`config.mk`:
```
export PLATFORM = sky130hd
export DESIGN_NAME = fetch_decode_unit
export DESIGN_NICKNAME = d
export VERILOG_FILES = /design/src/rtl/cpu_pkg.sv /design/src/rtl/fetch_imem.sv /design/src/rtl/fetch_decode_unit.sv
export SDC_FILE = /design/constraint.sdc
export NUM_CORES = 1
export LEC_CHECK = 0
export ABC_AREA = 1
export CELL_PAD_IN_SITES_DETAIL_PLACEMENT = 0
export CELL_PAD_IN_SITES_GLOBAL_PLACEMENT = 1
export CORE_MARGIN = 1
export CORE_UTILIZATION = 46
export CTS_CLUSTER_SIZE = 25
export DETAILED_ROUTE_END_ITERATION = 12
export MAX_ROUTING_LAYER = met4
export PLACE_DENSITY_LB_ADDON = 0.1
export SYNTH_ARGS = -nofsm -noshare
export SYNTH_HDL_FRONTEND = slang
export SYNTH_HIERARCHICAL = 1
export SYNTH_SLANG_ARGS = --single-unit
```
`constraint.sdc`:
```
create_clock -name clk -period 2.45 [get_ports clk]
set_clock_uncertainty 0.1 [all_clocks]
set_input_delay 0.49 -clock clk [delete_from_list [all_inputs] [get_ports clk]]
set_output_delay 0.49 -clock clk [all_outputs]
set_load 0.01 [all_outputs]
```
`src/rtl/cpu_pkg.sv`:
```
// cpu_pkg: shared widths, opcodes, instruction field positions and front-end FSM states
// for the 8-bit accumulator CPU.
package cpu_pkg;
    localparam int AW_DEF = 5;
    localparam int DW_DEF = 8;
    localparam logic [1:0] OP_ADD = 2'b00;
    localparam logic [1:0] OP_DBL = 2'b01;
    localparam logic [1:0] OP_LDA = 2'b10;
    localparam logic [1:0] OP_CMA = 2'b11;
    localparam int IND_BIT = 7;
    localparam int OP_MSB  = 6;
    localparam int OP_LSB  = 5;
    typedef enum logic [2:0] {IDLE, FETCH, DECODE, INDIRECT, ISSUE} state_t;
endpackage

```
`src/rtl/fetch_imem.sv`:
```
// fetch_imem: 2**AW x DW register-array memory, one write port, two combinational reads.
// Port b returns only the address bits, since it is used solely for indirect pointers.
module fetch_imem #(
    parameter int AW = 5,
    parameter int DW = 8
) (
    input  logic          clk,
    input  logic          rst_n,
    input  logic          we,
    input  logic [AW-1:0] waddr,
    input  logic [DW-1:0] wdata,
    input  logic [AW-1:0] raddr_a,
    output logic [DW-1:0] rdata_a,
    input  logic [AW-1:0] raddr_b,
    output logic [AW-1:0] rdata_b
);
    logic [DW-1:0] mem [2**AW];

    always_ff @(posedge clk or negedge rst_n)
        if (!rst_n)
            for (int i = 0; i < 2**AW; i++) mem[i] <= '0;
        else if (we)
            mem[waddr] <= wdata;

    assign rdata_a = mem[raddr_a];
    assign rdata_b = mem[raddr_b][AW-1:0];
endmodule

```
`src/rtl/fetch_decode_unit.sv`:
```
// fetch_decode_unit: PC, program memory and fetch/decode/indirect FSM; issues
// {op, indirect, effective address, pc} to the execute stage over valid/ready.
module fetch_decode_unit
    import cpu_pkg::*;
#(
    parameter int AW = AW_DEF,
    parameter int DW = DW_DEF
) (
    input  logic          clk,
    input  logic          rst_n,
    input  logic          load_en,
    input  logic [AW-1:0] load_addr,
    input  logic [DW-1:0] load_data,
    input  logic          start,
    input  logic [AW-1:0] start_pc,
    input  logic          stop,
    output logic          out_valid,
    input  logic          out_ready,
    output logic [1:0]    out_op,
    output logic          out_ind,
    output logic [AW-1:0] out_addr,
    output logic [AW-1:0] out_pc,
    output logic          busy
);
    state_t state, state_next;
    logic [AW-1:0] pc, fpc, ar, ar_next, ptr;
    logic [DW-1:0] ir, word;
    logic stop_pend, issue_next;
    logic [1:0] op_next;
    logic ind_next;
    logic [AW-1:0] addr_next, pc_next;

    fetch_imem #(.AW(AW), .DW(DW)) u_mem (
        .clk(clk), .rst_n(rst_n),
        .we(load_en && state == IDLE), .waddr(load_addr), .wdata(load_data),
        .raddr_a(pc), .rdata_a(word),
        .raddr_b(ar), .rdata_b(ptr)
    );

    always_ff @(posedge clk or negedge rst_n)
        if (!rst_n) begin
            state     <= IDLE;
            pc        <= '0;
            fpc       <= '0;
            ir        <= '0;
            ar        <= '0;
            stop_pend <= 1'b0;
            out_valid <= 1'b0;
            out_op    <= '0;
            out_ind   <= 1'b0;
            out_addr  <= '0;
            out_pc    <= '0;
        end else begin
            state <= state_next;
            if (state == IDLE && start)
                pc <= start_pc;
            else if (state == FETCH)
                pc <= pc + AW'(1);
            if (state == FETCH) begin
                ir  <= word;
                fpc <= pc;
            end
            ar        <= ar_next;
            stop_pend <= state_next == IDLE ? 1'b0 : stop_pend | (state != IDLE && stop);
            out_valid <= issue_next;
            out_op    <= op_next;
            out_ind   <= ind_next;
            out_addr  <= addr_next;
            out_pc    <= pc_next;
        end

    always_comb begin
        state_next = state;
        case (state)
            IDLE:     state_next = start ? FETCH : IDLE;
            FETCH:    state_next = DECODE;
            DECODE:   state_next = ir[IND_BIT] ? INDIRECT : ISSUE;
            INDIRECT: state_next = ISSUE;
            ISSUE:    if (out_valid && out_ready) state_next = (stop_pend || stop) ? IDLE : FETCH;
            default:  state_next = IDLE;
        endcase
    end

    // Outputs are registered from the next state so they appear on the edge that enters ISSUE.
    always_comb begin
        ar_next    = state == DECODE ? ir[AW-1:0] : state == INDIRECT ? ptr : ar;
        issue_next = state_next == ISSUE;
        op_next    = issue_next ? ir[OP_MSB:OP_LSB] : '0;
        ind_next   = issue_next ? ir[IND_BIT] : 1'b0;
        addr_next  = issue_next ? ar_next : '0;
        pc_next    = issue_next ? fpc : '0;
    end

    assign busy = state != IDLE;
endmodule

```
==> results.py, run 1 <==
metrics = {
    "run_status": {
        "outcome": "finished, final reports clean",
    },
    "critical_path": {
        "cp-end-kind": "primary output",
        "slowest_delay_ns": 0.49,
        "cp-endpoint": "busy",
        "r2r_slack_ns": 0.18,
        "cells_along_the_critical_path": "nor2_4 > nand2_1 > clkdlybuf4s50_1",
        "reg2reg_depth": 10,
        "cp.depth": 3,
        "worstPathMaxFanout": 4,
        "critical_path_class": "flop to primary output",
        "slowest_stage": "clkdlybuf4s50_1",
        "regToRegStartpoint": "state[0]",
        "cpLargestDelayFamily": "buffers and inverters",
        "worst_reg2reg_endpoint": "u_mem/mem[121]",
        "timing.critical_path.required_ns": 1.86,
        "critPathArrivalTime_ns": 1.76,
        "path_buf_inv": 1,
        "startpoint": "state[0]",
        "critical_path.startpoint_type": "flop",
    },
    "yosys": {
        "synth-seq-area-share_pct": 49.05,
        "synthArstFlopShare_pct": 100.0,
        "synth-adder-area-share_pct": 0.08257,
        "netlist_top_cells_area": "dfrtp_1, nand2_1, nand3_1",
        "dominant_combinational_cell_family_by_area_after_synthesis": "simple AND/OR/NAND/NOR gates",
        "netlist.top_cell.by_area": "dfrtp_1",
        "synth_xor_area_share_pct": 0.05780,
        "syn_inst": 2073,
        "synth_compound_area_share_pct": 9.471,
        "ys.flop_type": "dfrtp_1",
        "count_of_unique_library_cells_instantiated_by_yosys": 34,
        "synth.cell_area_um2": 15150,
        "postSynthRegisterBits": 297,
        "top_cells_by_count_synth": "nand2_1, nand3_1, dfrtp_1",
        "number_of_synthesis_warnings": 6,
        "synth_most_common_cell": "nand2_1",
        "avgSynthCellArea_um2": 7.310,
        "netlist.area_leader.share_pct": 49.05,
        "synth_fp_nets": 2098,
        "synth-edff-count": 0,
        "synth_simple_gate_area_share_pct": 35.75,
        "synth.mux.area_fraction_pct": 0,
    },
    "routing": {
        "dr_total_vias": 14050,
        "drc_errors": 0,
        "detail_route.vias_per_cell": 5.471,
        "final_antenna_net_count": 0,
        "route.detailed.wl_per_inst_um": 19.41,
        "totalWireLength_um": 49840,
        "first_pass_iters": 6,
        "drt_iter0_markers": 1470,
    },
    "placement": {
        "place_worst_setup_slack_ns": -0.05362,
        "placed_cells": 2506,
        "place_area_um2": 16810,
        "gpl.final_weighted_congestion": 0.8933,
        "dp_hpwl_um": 31400,
        "portBuffers": 38,
    },
    "global_route": {
        "congestion_overflow_gr": 0,
        "track_usage_pct": 31.11,
        "globalRouteMet2Util_pct": 44.58,
        "initial_antenna_violation_count": 0,
        "global_route.peak_usage_layer": "met1",
        "pin_count_of_the_biggest_net_entering_global_routing": 65,
        "grtUsageMet1_pct": 45.00,
        "grt_first_pass_wirelength_um": 77430,
        "met3_grt_util_pct": 5.012,
        "first_global_vias": 12979,
    },
    "sta": {
        "fmax_mhz": 425.7,
        "grt_setup_unrepaired": "false",
        "worst_slack_ns": 0.1009,
        "setup_violations": 0,
        "finalCritPeriodShare_pct": 95.88,
        "finalCriticalPeriod_ns": 2.349,
        "final_max_slew_viol_count": 0,
        "max-slew-margin-rel_pct": 61.30,
        "final-hold-violation-count": 0,
        "worst-slew-pin-transition_ns": 0.5798,
    },
    "floorplanning": {
        "io-pin-count": 39,
        "num_rows": 66,
        "floorplan_die_height_um": 183.5,
        "die_width_um": 183.5,
        "placeableCoreArea_um2": 32450,
        "initial_core_util_pct": 46.69,
        "die_area_um2": 33670,
    },
    "cts": {
        "numClockSinks": 297,
        "buffers_from_clock_root_to_sink_at_most": 3,
        "cts-root-buf": "clkbuf_16",
        "number_of_h_tree_levels": 2,
        "tritoncts_clock_tree": "done",
        "cts_inserted_buffers": 36,
        "worstSkewPairLatency_ns": 0.51,
        "cts.reportedPaths.clkPinSlew_ns": 0.06,
    },
    "cells_and_area": {
        "fillerInstances": 3221,
        "fraction_of_final_layout_cells_with_drive_strength_greater_than_1_pct": 9.031,
        "final_net_count": 2128,
        "antenna_cells": 0,
        "area_growth_pct": 18.69,
        "post-route-cell-area_um2": 17980,
        "finish.cell_count_without_fillers": 2568,
    },
    "flow_run": {
        "drv_cap": 0,
    },
    "power": {
        "cellLeakagePower_nw": 8.533,
        "power.density_nw_per_um2": 1314,
        "ir_worst_vdd_mv": 0.9107,
    },
    "worst_hold_path": {
        "min_path_type": "flop to flop",
    },
}
==> per-layer routing <==
layer	part of all wire, %	wire, µm
met4	2.8	1406
met3	7.7	3830
met5	0	0
met1	47	23200
met2	43	21410
==> flip-flops by register name (all words and copies together), names as in the netlist <==
| signal | flops |
|---|---|
| ar | 5 |
| out_pc | 5 |
| stop_pend | 1 |
| pc | 5 |
| fpc | 5 |
| out_op | 2 |
| state | 3 |
| out_valid | 1 |
| ir | 8 |
| out_addr | 5 |
| u_mem/mem | 256 |
| out_ind | 1 |
==> area by class of cell <==
cell class	instances	area, µm²	area share (%)
Timing Repair Buffer	134	1697	9.434
Sequential cell	297	7438	41.36
Multi-Input combinational cell	1566	6877	38.24
Clock buffer	50	1025	5.698
Tap cell	442	553.0	3.075
Inverter	68	260.3	1.447
Clock inverter	11	135.1	0.7514
==> power breakdown <==
part	switching [mW]	internal, mW	leakage [nW]
logic	6.94	3.55	4.04
registers	1.24	6.62	3.92
clock network	2.05	3.22	0.568
total	10.2	13.4	8.53
==> how the worst min path moves through the flow <==
stage / from / to / cells after the start / slack (ns)
after floorplan: rst_n / ar[0] / 0 / 0.09
after global placement: rst_n / u_mem/mem[253] / 1 / 0.33
after detailed placement: rst_n / u_mem/mem[254] / 1 / 0.33
after CTS: fpc[3] / out_pc[3] / 2 / 0.37
after global routing: ir[6] / out_op[1] / 2 / 0.40
final: fpc[3] / out_pc[3] / 2 / 0.36
==> cell families (layout without fill, tap and decap cells) <==
logic type | Yosys count | after routing
buffers and inverters | 210 | 263
adder cells (fa/ha/maj) | 1 | 1
AO/OA/AOI/OAI | 277 | 277
AND/OR/NAND/NOR | 1287 | 1287
XOR/XNOR | 1 | 1
flip-flops | 297 | 297
==> layout by cell type, fill, tap and decap left out, drive strengths merged, types with 3 or more instances in the layout <==
| cell type | n |
|---|---|
| bufinv | 3 |
| nand2 | 891 |
| inv | 67 |
| clkbuf | 50 |
| a21oi | 40 |
| buf | 96 |
| clkdlybuf4s50 | 37 |
| nand3 | 321 |
| dfrtp | 297 |
| o211ai | 6 |
| nor2 | 60 |
| nor3 | 12 |
| clkinv | 7 |
| o21ai | 227 |
==> repair_timing <==
action,4_1_cts,5_1_grt
gates resized for setup,0,1
endpoints found under the setup margin,0,1
hold buffers,1,0
setup buffers,0,0
endpoints found under the hold margin,37,0
==> metrics by stage <==
step / TNS [ns] / power, mW / hold WS, ns / utilization, %
after detailed placement: -0.5937 / 18.27 / 0.3288 / 51.80
after global routing: 0 / 25.24 / 0.3973 / 55.42
after global placement: -2.644 / 18.10 / 0.3334 / 51.80
final: 0 / 23.63 / 0.3608 / 55.42
after floorplan: 0 / 14.14 / 0.09441 / -
after CTS: 0 / 23.61 / 0.3658 / 55.41
==> worst min-delay path: stages, from the launching register on <==
cell	delay [ns]
dfrtp_1	0.34
nand2_1	0.05
inv_1	0.04
No activity file was read; power rests on OpenSTA's default activity.
==> inputs of run 2 (changes only) <==
Settings changed: CORE_UTILIZATION 46 to 44.
==> results.py, run 2 (same netlist as run 1, synthesis figures left out) <==
metrics = {
    "floorplanning": {
        "io-pin-count": 39,
        "floorplan_die_height_um": 187.6,
        "num_rows": 67,
        "placeableCoreArea_um2": 33700,
        "die_area_um2": 35190,
        "die_width_um": 187.6,
        "initial_core_util_pct": 44.97,
    },
    "placement": {
        "portBuffers": 38,
        "gpl.final_weighted_congestion": 0.8924,
        "dp_hpwl_um": 30400,
        "placed_cells": 2501,
        "place_area_um2": 16700,
    },
    "routing": {
        "drc_errors": 0,
        "totalWireLength_um": 49490,
        "first_pass_iters": 5,
        "route.detailed.wl_per_inst_um": 19.29,
        "dr_total_vias": 13841,
        "drt_iter0_markers": 1247,
        "final_antenna_net_count": 0,
        "detail_route.vias_per_cell": 5.394,
    },
    "cells_and_area": {
        "finish.cell_count_without_fillers": 2566,
        "post-route-cell-area_um2": 17880,
        "final_cell_mix": "nand2_1, nand3_1, dfrtp_1",
        "antenna_cells": 0,
        "area_growth_pct": 18.02,
        "final_net_count": 2117,
        "fraction_of_final_layout_cells_with_drive_strength_greater_than_1_pct": 8.640,
        "flip_flop_count_of_the_largest_register_after_layout": 256,
        "mostFrequentLayoutCell": "nand2_1",
        "registers.top_by_ff_count": "u_mem/mem",
        "reg_top3": "u_mem/mem x256, ir x8",
    },
    "cts": {
        "cts-root-buf": "clkbuf_16",
        "cts_inserted_buffers": 34,
        "tritoncts_clock_tree": "done",
        "worstSkewPairLatency_ns": 0.52,
        "number_of_h_tree_levels": 2,
        "numClockSinks": 297,
        "buffers_from_clock_root_to_sink_at_most": 3,
        "cts.reportedPaths.clkPinSlew_ns": 0.06,
    },
    "critical_path": {
        "cp.depth": 3,
        "reg2reg_depth": 14,
        "critPathArrivalTime_ns": 1.76,
        "cpLargestDelayFamily": "buffers and inverters",
        "cp-end-kind": "primary output",
        "slowest_delay_ns": 0.55,
        "worstPathMaxFanout": 5,
        "cells_along_the_critical_path": "inv_2 > nand2_1 > clkdlybuf4s50_1",
        "timing.critical_path.required_ns": 1.86,
        "critical_path.startpoint_type": "flop",
        "critical_path_class": "flop to primary output",
        "slowest_stage": "clkdlybuf4s50_1",
        "path_buf_inv": 2,
    },
    "flow_run": {
        "drv_cap": 0,
    },
    "global_route": {
        "track_usage_pct": 29.40,
        "congestion_overflow_gr": 0,
        "first_global_vias": 13104,
        "grt_first_pass_wirelength_um": 77350,
        "pin_count_of_the_biggest_net_entering_global_routing": 70,
        "initial_antenna_violation_count": 0,
    },
    "sta": {
        "finalCritPeriodShare_pct": 95.84,
        "final-hold-violation-count": 0,
        "final_max_slew_viol_count": 0,
        "grt_setup_unrepaired": "false",
        "worst_hold_margin_ns": 0.3598,
        "finalCriticalPeriod_ns": 2.348,
        "fmax_mhz": 425.9,
        "setup_violations": 0,
        "worst-slew-pin-transition_ns": 0.5518,
        "max-slew-margin-rel_pct": 63.21,
    },
    "worst_hold_path": {
        "min_delay_path_depth": 2,
        "min_path_type": "flop to flop",
    },
    "power": {
        "power.density_nw_per_um2": 1304,
        "cellLeakagePower_nw": 8.468,
        "ir_worst_vdd_mv": 1.000,
    },
    "run_status": {
        "outcome": "finished, final reports clean",
    },
}
run 2: layout make-up:
class | count | area, µm²
clock inverter | 8 | 93.84
fill | 3353 | 15820
tap | 448 | 560.5
sequential | 297 | 7440
timing repair buffer | 124 | 1597
multi-input combinational | 1567 | 6883
clock buffer | 54 | 1050
inverter | 68 | 260.3
run 2: through the flow:
step	worst slack (ns)	setup TNS (ns)	util [%]	total power, mW
after detailed placement	-0.09774	-2.179	49.55	18.05
after CTS	0.05920	0	52.98	23.35
final	0.1019	0	53.07	23.32
after global placement	-0.06891	-1.397	49.55	17.92
after global routing	0.01123	0	53.07	24.95
after floorplan	0.4158	0	-	14.14
run 2: path summary, 6_finish.rpt:
check,start,end,slack (ns)
min in group asynchronous,rst_n,u_mem/mem[255],0.41
max,state[1],busy,0.10
max reg2reg,ar[0],out_addr[0],0.20
min,fpc[1],out_pc[1],0.36
min reg2reg,fpc[1],out_pc[1],0.36
max in group asynchronous,rst_n,u_mem/mem[22],1.14
run 2: power breakdown:
part	total [mW]	switching (mW)	internal (mW)	leakage, nW
combinational	10.2	6.82	3.40	3.98
clock	5.21	2.06	3.16	0.564
sequential	7.89	1.26	6.62	3.92
total	23.3	10.1	13.2	8.47
run 2: tightest hold or removal path: stages, from the launching register on:
cell,delay (ns)
dfrtp_1,0.34
nand2_1,0.05
inv_1,0.04
run 2: routing by layer:
metal,vias up,global-route usage [%],wire length (µm)
li1,6737,-,-
met1,6559,42.72,23520
met2,472,42.07,21370
met3,73,4.454,3286
met4,0,9.037,1310
met5,-,-,0
run 2: what timing repair did:
item                                    CTS  global route
endpoints found under the hold margin    53             0
buffers inserted                          0             1
endpoints found under the setup margin    0            30
hold buffers                              1             0
resized for setup                         0             3
==> inputs of run 3 (changes only) <==
Settings changed: TNS_END_PERCENT set to 20.
==> results.py, run 3 (same netlist as run 1, synthesis figures left out) <==
metrics = {
    "power": {
        "cellLeakagePower_nw": 8.458,
        "ir_worst_vdd_mv": 1.006,
        "power.density_nw_per_um2": 1306,
        "total_power_mw": 23.32,
    },
    "placement": {
        "dp_hpwl_um": 30400,
        "gpl.final_weighted_congestion": 0.8924,
        "portBuffers": 38,
        "place_worst_setup_slack_ns": -0.09774,
    },
    "cells_and_area": {
        "antenna_cells": 0,
        "area_growth_pct": 17.87,
        "registers.top_by_ff_count": "u_mem/mem",
        "layout.area.seq_um2": 7441,
        "multi_input_comb_area_um2": 6879,
        "final_net_count": 2115,
        "fillerInstances": 3355,
        "fraction_of_final_layout_cells_with_drive_strength_greater_than_1_pct": 8.648,
        "reg_top3": "u_mem/mem x256, ir x8",
        "flip_flop_count_of_the_largest_register_after_layout": 256,
        "mostFrequentLayoutCell": "nand2_1",
        "final_cell_mix": "nand2_1, nand3_1, dfrtp_1",
    },
    "floorplanning": {
        "die_area_um2": 35190,
        "initial_core_util_pct": 44.97,
        "floorplan_die_height_um": 187.6,
        "placeableCoreArea_um2": 33700,
        "io-pin-count": 39,
        "die_width_um": 187.6,
        "num_rows": 67,
    },
    "sta": {
        "worst_slack_ns": 0.09296,
        "grt_setup_unrepaired": "false",
        "final-hold-violation-count": 0,
        "worst-slew-pin-transition_ns": 0.5529,
        "max-slew-margin-rel_pct": 63.14,
        "fmax_mhz": 424.3,
        "finalCriticalPeriod_ns": 2.357,
        "final_max_slew_viol_count": 0,
        "setup_violations": 0,
        "finalCritPeriodShare_pct": 96.21,
    },
    "cts": {
        "buffers_from_clock_root_to_sink_at_most": 3,
        "number_of_h_tree_levels": 2,
        "cts.reportedPaths.clkPinSlew_ns": 0.06,
        "cts_inserted_buffers": 34,
        "cts_setup_buffers": 0,
        "tritoncts_clock_tree": "done",
        "numClockSinks": 297,
        "worstSkewPairLatency_ns": 0.52,
        "cts-root-buf": "clkbuf_16",
    },
    "routing": {
        "dr_total_vias": 13749,
        "route.detailed.wl_per_inst_um": 19.27,
        "totalWireLength_um": 49410,
        "final_antenna_net_count": 0,
        "first_pass_iters": 6,
        "drc_errors": 0,
        "detail_route.vias_per_cell": 5.362,
        "drt_iter0_markers": 1350,
    },
    "critical_path": {
        "regToRegStartpoint": "ar[0]",
        "critPathArrivalTime_ns": 1.77,
        "worstPathMaxFanout": 4,
        "cp-endpoint": "busy",
        "critical_path.startpoint_type": "flop",
        "startpoint": "state[2]",
        "cp-end-kind": "primary output",
        "critical_path_class": "flop to primary output",
        "worst_reg2reg_endpoint": "out_addr[1]",
        "reg2reg_depth": 14,
        "timing.critical_path.required_ns": 1.86,
        "r2r_slack_ns": 0.19,
    },
    "worst_hold_path": {
        "min_path_type": "flop to flop",
    },
    "global_route": {
        "track_usage_pct": 29.40,
        "initial_antenna_violation_count": 0,
        "congestion_overflow_gr": 0,
        "grt_first_pass_wirelength_um": 77350,
        "first_global_vias": 13104,
        "pin_count_of_the_biggest_net_entering_global_routing": 70,
    },
    "run_status": {
        "outcome": "finished, final reports clean",
    },
    "flow_run": {
        "drv_cap": 0,
    },
}
-- run 3: worst max-delay path: stages, from the launching register on --
cell and delay, ns:
dfrtp_1 0.43, nor2_4 0.19, nand2_1 0.13, clkdlybuf4s50_1 0.50
-- run 3: worst min-delay path by stage --
stage	from	to	slack (ns)	depth (start not counted)
after detailed placement	fpc[1]	out_pc[1]	0.35	2
after global routing	fpc[1]	out_pc[1]	0.39	2
final	fpc[1]	out_pc[1]	0.36	2
after floorplan	rst_n	ar[0]	0.09	0
after CTS	fpc[1]	out_pc[1]	0.37	2
after global placement	fpc[0]	out_pc[0]	0.35	2
-- run 3: area by class of cell --
class,instances,share of cell area [%]
clock buffers,54,5.877
flip-flops and latches,297,41.66
inverters,68,1.457
repair buffers,123,8.827
multi-input cells,1566,38.51
clock inverters,8,0.5254
well taps,448,3.138
-- run 3: per-layer routing --
| layer | GRT usage (%) | vias up | wire length, µm |
|---|---|---|---|
| li1 | - | 6734 | - |
| met2 | 42.07 | 452 | 21180 |
| met3 | 4.454 | 79 | 3287 |
| met5 | - | - | 0 |
| met4 | 9.037 | 0 | 1319 |
| met1 | 42.72 | 6484 | 23620 |
-- run 3: timing repair --
action / in CTS / in global routing
endpoints found under the setup margin: 0 / 30
hold buffers: 1 / 0
endpoints found under the hold margin: 53 / 0
resized for setup: 0 / 5
-- run 3: power by group --
part	internal (mW)	total, mW	switching (mW)
Combinational	3.40	10.2	6.83
Clock	3.16	5.21	2.05
Sequential	6.63	7.88	1.26
Total	13.2	23.3	10.1
-- run 3: per-stage QoR --
stage / setup TNS, ns / std cells / cell area [µm²] / utilization [%] / hold slack, ns
final: 0 / 2564 / 17860 / 53.00 / 0.3597
after global routing: 0 / 2564 / 17860 / 53.00 / 0.3855
after CTS: 0 / 2564 / 17850 / 52.98 / 0.3657
after detailed placement: -2.179 / 2501 / 16700 / 49.55 / 0.3459
after global placement: -1.397 / 2501 / 16700 / 49.55 / 0.3485
after floorplan: 0 / 2073 / 15150 / - / 0.09441
